<file path="config.mk">
export PLATFORM = sky130hd
export DESIGN_NAME = fft16_scheduler
export DESIGN_NICKNAME = d
export VERILOG_FILES = /design/src/rtl/fft16_pkg.sv /design/src/rtl/fft16_addr_gen.sv /design/src/rtl/fft16_scheduler.sv
export SDC_FILE = /design/constraint.sdc
export NUM_CORES = 1
export LEC_CHECK = 0
export ABC_AREA = 1
export CAP_MARGIN = 15
export CORE_MARGIN = 3
export CORE_UTILIZATION = 48
export CTS_CLUSTER_DIAMETER = 200
export DETAILED_ROUTE_END_ITERATION = 16
export PLACE_DENSITY = 0.88
export SLEW_MARGIN = 5
export SYNTH_ARGS = -nofsm -noshare
export SYNTH_HDL_FRONTEND = slang
export SYNTH_SLANG_ARGS = --single-unit
</file>
<file path="constraint.sdc">
create_clock -name i_clk -period 3.5 [get_ports i_clk]
set_input_delay 0.35 -clock i_clk [delete_from_list [all_inputs] [get_ports i_clk]]
set_output_delay 0.35 -clock i_clk [all_outputs]
set_load 0.01 [all_outputs]
</file>
<file path="src/rtl/fft16_pkg.sv">
// Shared sizes and FSM state type for the FFT16 butterfly scheduler.
package fft16_pkg;

    localparam int unsigned POINTS = 16;
    localparam int unsigned STAGES = 4;
    localparam int unsigned ADDR_W = STAGES;
    localparam int unsigned TW_W   = STAGES - 1;
    localparam int unsigned BF_W   = STAGES - 1;
    localparam int unsigned STG_W  = $clog2(STAGES);

    typedef enum logic [2:0] {
        ST_IDLE,
        ST_ISSUE,
        ST_WAIT,
        ST_WRITE,
        ST_DONE
    } state_t;

endpackage

</file>
<file path="src/rtl/fft16_addr_gen.sv">
// Combinational DIT operand-address and twiddle-index generator for one
// (stage, butterfly) pair of the 16-point in-place FFT.
module fft16_addr_gen
    import fft16_pkg::*;
(
    input  logic [STG_W-1:0]  stage_i,
    input  logic [BF_W-1:0]   bf_i,
    output logic [ADDR_W-1:0] addr_a_o,
    output logic [ADDR_W-1:0] addr_b_o,
    output logic [TW_W-1:0]   tw_idx_o
);

    logic [ADDR_W-1:0] half;
    logic [ADDR_W-1:0] pos;
    logic [ADDR_W-1:0] grp;
    logic [ADDR_W-1:0] base;
    logic [ADDR_W-1:0] a;

    always_comb begin
        half     = ADDR_W'(1) << stage_i;
        pos      = ADDR_W'(bf_i) & (half - ADDR_W'(1));
        grp      = ADDR_W'(bf_i) >> stage_i;
        // grp * 2 * half, wrapping modulo POINTS
        base     = (grp << stage_i) << 1;
        a        = (base + pos) & ADDR_W'(POINTS - 1);
        addr_a_o = a;
        addr_b_o = (a + half) & ADDR_W'(POINTS - 1);
        tw_idx_o = TW_W'(pos << (STG_W'(TW_W) - stage_i));
    end

endmodule

</file>
<file path="src/rtl/fft16_scheduler.sv">
// FSM sequencing the shared radix-2 butterfly through 4 stages x 8 butterflies.
// Optional WAIT watchdog enabled by defining FFT16_TIMEOUT_EN.
module fft16_scheduler
    import fft16_pkg::*;
#(
`ifdef FFT16_TIMEOUT_EN
    parameter int unsigned TO_CYCLES = 15
`endif
) (
    input  logic              i_clk,
    input  logic              i_rst,
    input  logic              i_start,
    input  logic              i_bf_done,
    output logic              o_busy,
    output logic              o_bf_start,
    output logic [STAGES-1:0] o_addr_a,
    output logic [STAGES-1:0] o_addr_b,
    output logic [STAGES-2:0] o_tw_idx,
    output logic [1:0]        o_stage,
    output logic [STAGES-2:0] o_bf_idx,
    output logic              o_rd_bank,
    output logic              o_wr_en,
    output logic              o_FFT_cycle_done,
    output logic              o_timeout
);

    state_t            state_q, state_d;
    logic [STG_W-1:0]  stage_q, stage_d;
    logic [BF_W-1:0]   bf_q, bf_d;
    logic [ADDR_W-1:0] addr_a_q, addr_b_q;
    logic [TW_W-1:0]   tw_q;
    logic [ADDR_W-1:0] gen_a, gen_b;
    logic [TW_W-1:0]   gen_tw;
    logic              last_bf;
    logic              to_hit;

    assign last_bf = (stage_q == STG_W'(STAGES - 1)) && (bf_q == '1);

    always_ff @(posedge i_clk or negedge i_rst) begin
        if (!i_rst) begin
            state_q <= ST_IDLE;
        end else begin
            state_q <= state_d;
        end
    end

    always_comb begin
        state_d = state_q;
        case (state_q)
            ST_IDLE:  if (i_start) state_d = ST_ISSUE;
            ST_ISSUE: state_d = ST_WAIT;
            ST_WAIT: begin
                if (i_bf_done)   state_d = ST_WRITE;
                else if (to_hit) state_d = ST_DONE;
            end
            ST_WRITE: state_d = last_bf ? ST_DONE : ST_ISSUE;
            ST_DONE:  state_d = ST_IDLE;
            default:  state_d = ST_IDLE;
        endcase
    end

    always_comb begin
        o_busy           = (state_q != ST_IDLE);
        o_bf_start       = (state_q == ST_ISSUE);
        o_wr_en          = (state_q == ST_WRITE);
        o_FFT_cycle_done = (state_q == ST_DONE);
        o_addr_a         = addr_a_q;
        o_addr_b         = addr_b_q;
        o_tw_idx         = tw_q;
        o_stage          = stage_q;
        o_bf_idx         = bf_q;
        o_rd_bank        = stage_q[0];
    end

    always_comb begin
        stage_d = stage_q;
        bf_d    = bf_q;
        if (state_q == ST_WRITE) begin
            bf_d = bf_q + 1'b1;
            if (bf_q == '1) stage_d = stage_q + 1'b1;
        end else if (state_q == ST_DONE) begin
            stage_d = '0;
            bf_d    = '0;
        end
    end

    fft16_addr_gen u_addr_gen (
        .stage_i  (stage_d),
        .bf_i     (bf_d),
        .addr_a_o (gen_a),
        .addr_b_o (gen_b),
        .tw_idx_o (gen_tw)
    );

    // Addresses are computed from next-state counters and captured on every
    // entry to ISSUE, so they hold steady from ISSUE through WRITE.
    always_ff @(posedge i_clk or negedge i_rst) begin
        if (!i_rst) begin
            stage_q  <= '0;
            bf_q     <= '0;
            addr_a_q <= '0;
            addr_b_q <= '0;
            tw_q     <= '0;
        end else begin
            stage_q <= stage_d;
            bf_q    <= bf_d;
            if (state_d == ST_ISSUE) begin
                addr_a_q <= gen_a;
                addr_b_q <= gen_b;
                tw_q     <= gen_tw;
            end
        end
    end

`ifdef FFT16_TIMEOUT_EN
    localparam int unsigned TO_W = $clog2(TO_CYCLES + 1);

    logic [TO_W-1:0] to_cnt_q;
    logic            to_flag_q;

    assign to_hit = (state_q == ST_WAIT) && !i_bf_done &&
                    (to_cnt_q == TO_W'(TO_CYCLES - 1));

    always_ff @(posedge i_clk or negedge i_rst) begin
        if (!i_rst) begin
            to_cnt_q  <= '0;
            to_flag_q <= 1'b0;
        end else begin
            to_cnt_q <= (state_q == ST_WAIT) ? to_cnt_q + 1'b1 : '0;
            if (to_hit) to_flag_q <= 1'b1;
        end
    end

    assign o_timeout = to_flag_q;
`else
    assign to_hit    = 1'b0;
    assign o_timeout = 1'b0;
`endif

endmodule

</file>
# After elaboration in Yosys (flattened, before gate mapping)
# Index checks and enable logic that the tools add are counted.
# totals
latch_bits,0
register_bits,19
memories,0
elab_cells,36
input_bits,4
romBits,0
output_inout_bits,22
mem_bits_rw,0
# op_classes
n_mux,9
shifts,4
n_lt_le_gt_ge,0
div_mod_pow,0
add_sub_neg,6
n_mul,0
n_eq_ne,7
bitwise_logic,1
reduce_logical,3
# ops
cell,count
$mux 3,5
$pmux 3 s4,1
$add 4x4->4,2
$shl 4x2->3,2
$eq 3x1->1 const B,2
$eq 3x2->1 const B,2
$eq 3x3->1 const B,2
$mux 2,3
$and 3x4->4,1
$shl 1x2->4 const A,1
$shr 3x2->4,1
$sub 4x1->4 const B,1
$add 3x1->3 const B,1
$logic_not 3->1,1
$reduce_bool 3->1,1
$add 2x1->2 const B,1
$eq 2x2->1 const B,1
$sub 2x2->2 const A,1
$logic_and 1x1->1,1

# Depth between registers and ports, before layout
# logic_depth
word_depth,8
mapped_depth,23
ltp_nobuf,23

# Hierarchy
# A second synthesis with hierarchy kept.
# hier_totals
cells_unflattened,141
hier_area_um2,1144.8
# by_module_without_submodules
module,n_inst,area_each_um2,cells_each,seq_area_each_um2
fft16_scheduler,1,890.9,97,475.5
fft16_addr_gen,1,254.0,44,0.0

# Least setup slack after synthesis
# No wires, ideal clock.
# synth_timing
path_kind,register to register
start,"register bf_q[0], in the netlist o_bf_idx[0]"
end,"register addr_b_q[3], in the netlist o_addr_b[3]"
slack_ps,447
stages_incl_launch_ff,23
setup_time_ps,117
period_less_slack_ps,3053
path_buffers,0
t_required_ps,3383
arrival_time_ps,2935
path_cell_list,dfrtp_1 > ha_1 > ha_1 > inv_1 > nand2_1 > nand3_1 > nand2_2 > nor2_1 > inv_1 > nor2_1 > ha_1 > inv_1 > fa_1 > inv_1 > ha_1 > a21oi_1 > inv_1 > nand3_1 > nand2_1 > inv_1 > nand2_1 > nand3_1 > nand2_1
# synth_between
elab_chain_len,8
word_cells_on_any_way,17
cone_classes,4 x add/sub; 2 x eq/ne; 3 x shift; 6 x mux; 1 x bitwise; 1 x reduce/logical
# synth_lines
element,line_no,rtl
start: declaration,fft16_scheduler.sv:29,"logic [BF_W-1:0] bf_q, bf_d;"
start signal: assignment,fft16_scheduler.sv:100,bf_q <= '0;
start signal: assignment,fft16_scheduler.sv:106,bf_q <= bf_d;
$eq 3x3->1 (*),fft16_scheduler.sv:80,if (bf_q == '1) stage_d = stage_q + 1'b1;
$mux 2 (*),fft16_scheduler.sv:80,
$mux 2 (*),fft16_scheduler.sv:78,if (state_q == ST_WRITE) begin
net stage_d[1],fft16_scheduler.sv:28,"logic [STG_W-1:0] stage_q, stage_d;"
$shl 1x2->4,fft16_addr_gen.sv:20,half = ADDR_W'(1) << stage_i;
$sub 4x1->4,fft16_addr_gen.sv:21,pos = ADDR_W'(bf_i) & (half - ADDR_W'(1));
$and 3x4->4,fft16_addr_gen.sv:21,
$add 4x4->4 (*),fft16_addr_gen.sv:25,a = (base + pos) & ADDR_W'(POINTS - 1);
net gen_a[2],fft16_scheduler.sv:32,"logic [ADDR_W-1:0] gen_a, gen_b;"
$add 4x4->4 (*),fft16_addr_gen.sv:27,addr_b_o = (a + half) & ADDR_W'(POINTS - 1);
end signal: assignment,fft16_scheduler.sv:109,addr_b_q <= gen_b;
end: declaration,fft16_scheduler.sv:30,"logic [ADDR_W-1:0] addr_a_q, addr_b_q;"
# The timed path passes the listed nets; every way through them passes the cells marked *.
# A chain may end at the register's enable or synchronous reset.

# Final worst setup path
# Ends and elaborated chain as after synthesis.

==> results.yml <==
routing:
  wl_met3_um: 88
  antenna_left: 0
  wl_met1_um: 991
  drtPass1Iterations: 6
  met2_length_um: 1150
  vias: 954
  top_layer_used: "met4"
  drc: 0
  drt_wl_total_um: 2270
  drt_iter0_drc: 14
  wl_per_cell_um: 11.9
  via_per_inst: 5.02
layout:
  post-route-util_pct: 67.5
  fin_area_um2: 1390
  area_growth_syn_to_layout_pct: 26.3
  num_antenna_cells: 0
  final_common_cell: "nand2_1"
  drive_gt1_share_pct: 10.4
  final_cell_mix: "nand2_1 (44), clkdlybuf4s50_1 (24), dfrtp_1 (19)"
  finalNetCount: 176
critical_path:
  r2r_end: "o_addr_b[3]"
  crit_end: "o_addr_b[3]"
  cp.required_ps: 3700
  r2r-start: "o_bf_idx[0]"
  worst-r2r-setup-slack_ps: 250
  worstPathMaxFanout: 6
  crit_type: "flop to flop"
  reg2reg_depth: 22
  worst_setup_path_end_kind: "flop"
  cp-start-kind: "flop"
  cp-startpoint: "o_bf_idx[0]"
  arrival_ps: 3440
power:
  ir_worst_vdd_mv: 0.493
  p_switching_uw: 602
  p_int_uw: 726
  swShare_pct: 45.3
  seqPwrFrac_pct: 28.6
  p_leak_uw: 0.000733
  clkPwrFrac_pct: 8.4
  power_density_nw_per_um2: 954
  comb_power_share_pct: 63.0
timing:
  setup_ws_ps: 254
  period_share_pct: 92.7
  whs_ps: 481
  slew_violations: 0
  max_freq_ghz: 0.308
  fin_crit_ps: 3250
  timing_hold_violations_final: 0
  grt_setup_unrepaired: "false"
  slew_headroom_pct: 44.3
  tightest_slew_ps: 833
  setup_violations: 0
  setup_tns_ps: 0
  finalClockSkew_ps: 8.36
clocking:
  cts_made_buffers: 3
  clkTransAtPathRegs_ps: 110
  htreeDepth: 1
  insertion_delay_ps: 300
  holdBufCountCts: 0
  clockRootBuffer: "clkbuf_4"
  post_cts_buffers: 0
  cts_buffer_depth: 2
  cts_tree: "yes"
  cts.sinks: 19
floorplan:
  rows: 16
  die_area_um2: 2910
  fp.coreArea_um2: 2060
  io_pins: 26
  die_x_um: 53.9
  die_y_um: 53.9
  initial_utilization_pct: 53.5
grt:
  antenna_found_initial: 0
  grtUsageTotal_pct: 18.2
  grt_pass1_vias: 861
  grt-ovfl-total: 0
  grt_max_degree: 20
  grt_pass1_wl_um: 3800
flow_run:
  cap_violations: 0
logic_synthesis:
  synth_seq_area_share_pct: 43.1
  synth_edf_count: 0
  yosys_warnings: 0
  syn_area_per_cell_um2: 8.05
  synth-seq-cells: 19
  synthArstFlopShare_pct: 100
  syn_area_um2: 1100
  synth_ff_type: "dfrtp_1"
  synth_cells: 137
  synth_cell_types: 24
placed_design:
  place_hpwl_um: 1760
  place_ws_ps: 199
  port_buffers: 24
  gp_congestion: 0.846
  dpl_cell_area_um2: 1360
min_path:
  worstHoldPathType: "flop to flop"
status:
  outcome: "finished clean"
-- synth_stat cells, types with 2 or more instances --
library cell	count	area (µm²)
inv_1	18	67.6
fa_1	2	40.0
ha_1	6	75.1
nand2_1	44	165
nor2_1	7	26.3
o21ai_0	5	25.0
buf_4	2	15.0
nand2_2	3	18.8
inv_2	3	11.3
dfrtp_1	19	475
nand3_1	11	55.1
nand2_4	2	22.5
a31oi_1	3	18.8
nor2_4	2	22.5
-- state kept, by name (all words and copies together) (netlist names) --
| register | flops |
|---|---|
| o_tw_idx | 3 |
| o_bf_idx | 3 |
| o_addr_b | 4 |
| state_q | 3 |
| o_stage | 2 |
| o_addr_a | 4 |
-- worst min path at each step --
| stage | slack (ps) | endpoint | cells past startpoint | startpoint |
|---|---|---|---|---|
| floorplan | 50 | o_addr_a[0] | 0 | i_rst |
| global placement | 460 | o_addr_b[1] | 2 | o_addr_b[1] |
| detailed placement | 460 | o_addr_a[1] | 2 | o_addr_a[1] |
| CTS | 480 | o_addr_a[1] | 2 | o_addr_a[1] |
| global route | 520 | o_addr_b[3] | 2 | o_addr_b[3] |
| finish | 480 | o_addr_a[1] | 2 | o_addr_a[1] |
-- worst max-delay path, stage by stage (launching register included) --
cell and delay [ps]:
dfrtp_1 410, ha_1 200, ha_1 210, inv_1 110
nand2_1 70, nand3_1 90, nand2_2 130, nor2_2 150
inv_1 60, nor2_1 100, ha_1 150, inv_1 50
fa_1 490, inv_1 50, ha_1 330, a21oi_2 150
inv_1 50, nand3_1 70, nand2_1 70, inv_1 60
nand2_1 50, nand3_1 60, nand2_1 60
-- cell type report --
class / count / area [µm²]
Inverter: 21 / 78.8
Multi-Input combinational cell: 95 / 538
Sequential cell: 19 / 475
Clock buffer: 4 / 26.3
Tap cell: 27 / 33.8
Timing Repair Buffer: 24 / 240
Fill cell: 164 / 669
-- power by group through the flow --
| stage | registers (µW) | logic (µW) | clock network [µW] |
|---|---|---|---|
| 5_1_grt | 393 | 939 | 123 |
| 3_5_place_dp | 385 | 826 | 0 |
| 6_report | 380 | 837 | 112 |
| 2_1_floorplan | 410 | 496 | 0 |
| 3_3_place_gp | 376 | 796 | 0 |
| 4_1_cts | 380 | 831 | 115 |
-- per-stage QoR --
step / std cells / total power, µW
2_1_floorplan: 138 / 906
3_3_place_gp: 186 / 1170
3_5_place_dp: 186 / 1210
4_1_cts: 190 / 1330
5_1_grt: 190 / 1460
6_report: 190 / 1330
-- metal layers --
metal  global-route usage (%)  vias up
li1                         -      474
met1                     22.7      454
met2                     31.9       20
met3                     2.49        6
met4                     6.38        0
met5                        0        -
-- kinds of logic (layout without fill, tap and decap cells) --
logic type | Yosys count | count (layout) | share of synthesized area (%)
AOI/OAI and AO/OA | 12 | 12 | 6.47
and+or+nand+nor | 72 | 72 | 29.9
buffers and inverters | 24 | 49 | 8.97
adders and majority gates | 8 | 8 | 10.4
other | 1 | 2 | 0.340
xor gates and xnor gates | 1 | 1 | 0.795
DFF | 19 | 19 | 43.1
-- what timing repair did --
item / in CTS / in global routing
resized for setup: 0 / 2
hold endpoints to repair: 0 / 0
setup endpoints to repair: 0 / 1
No activity file was read; power rests on OpenSTA's default activity.
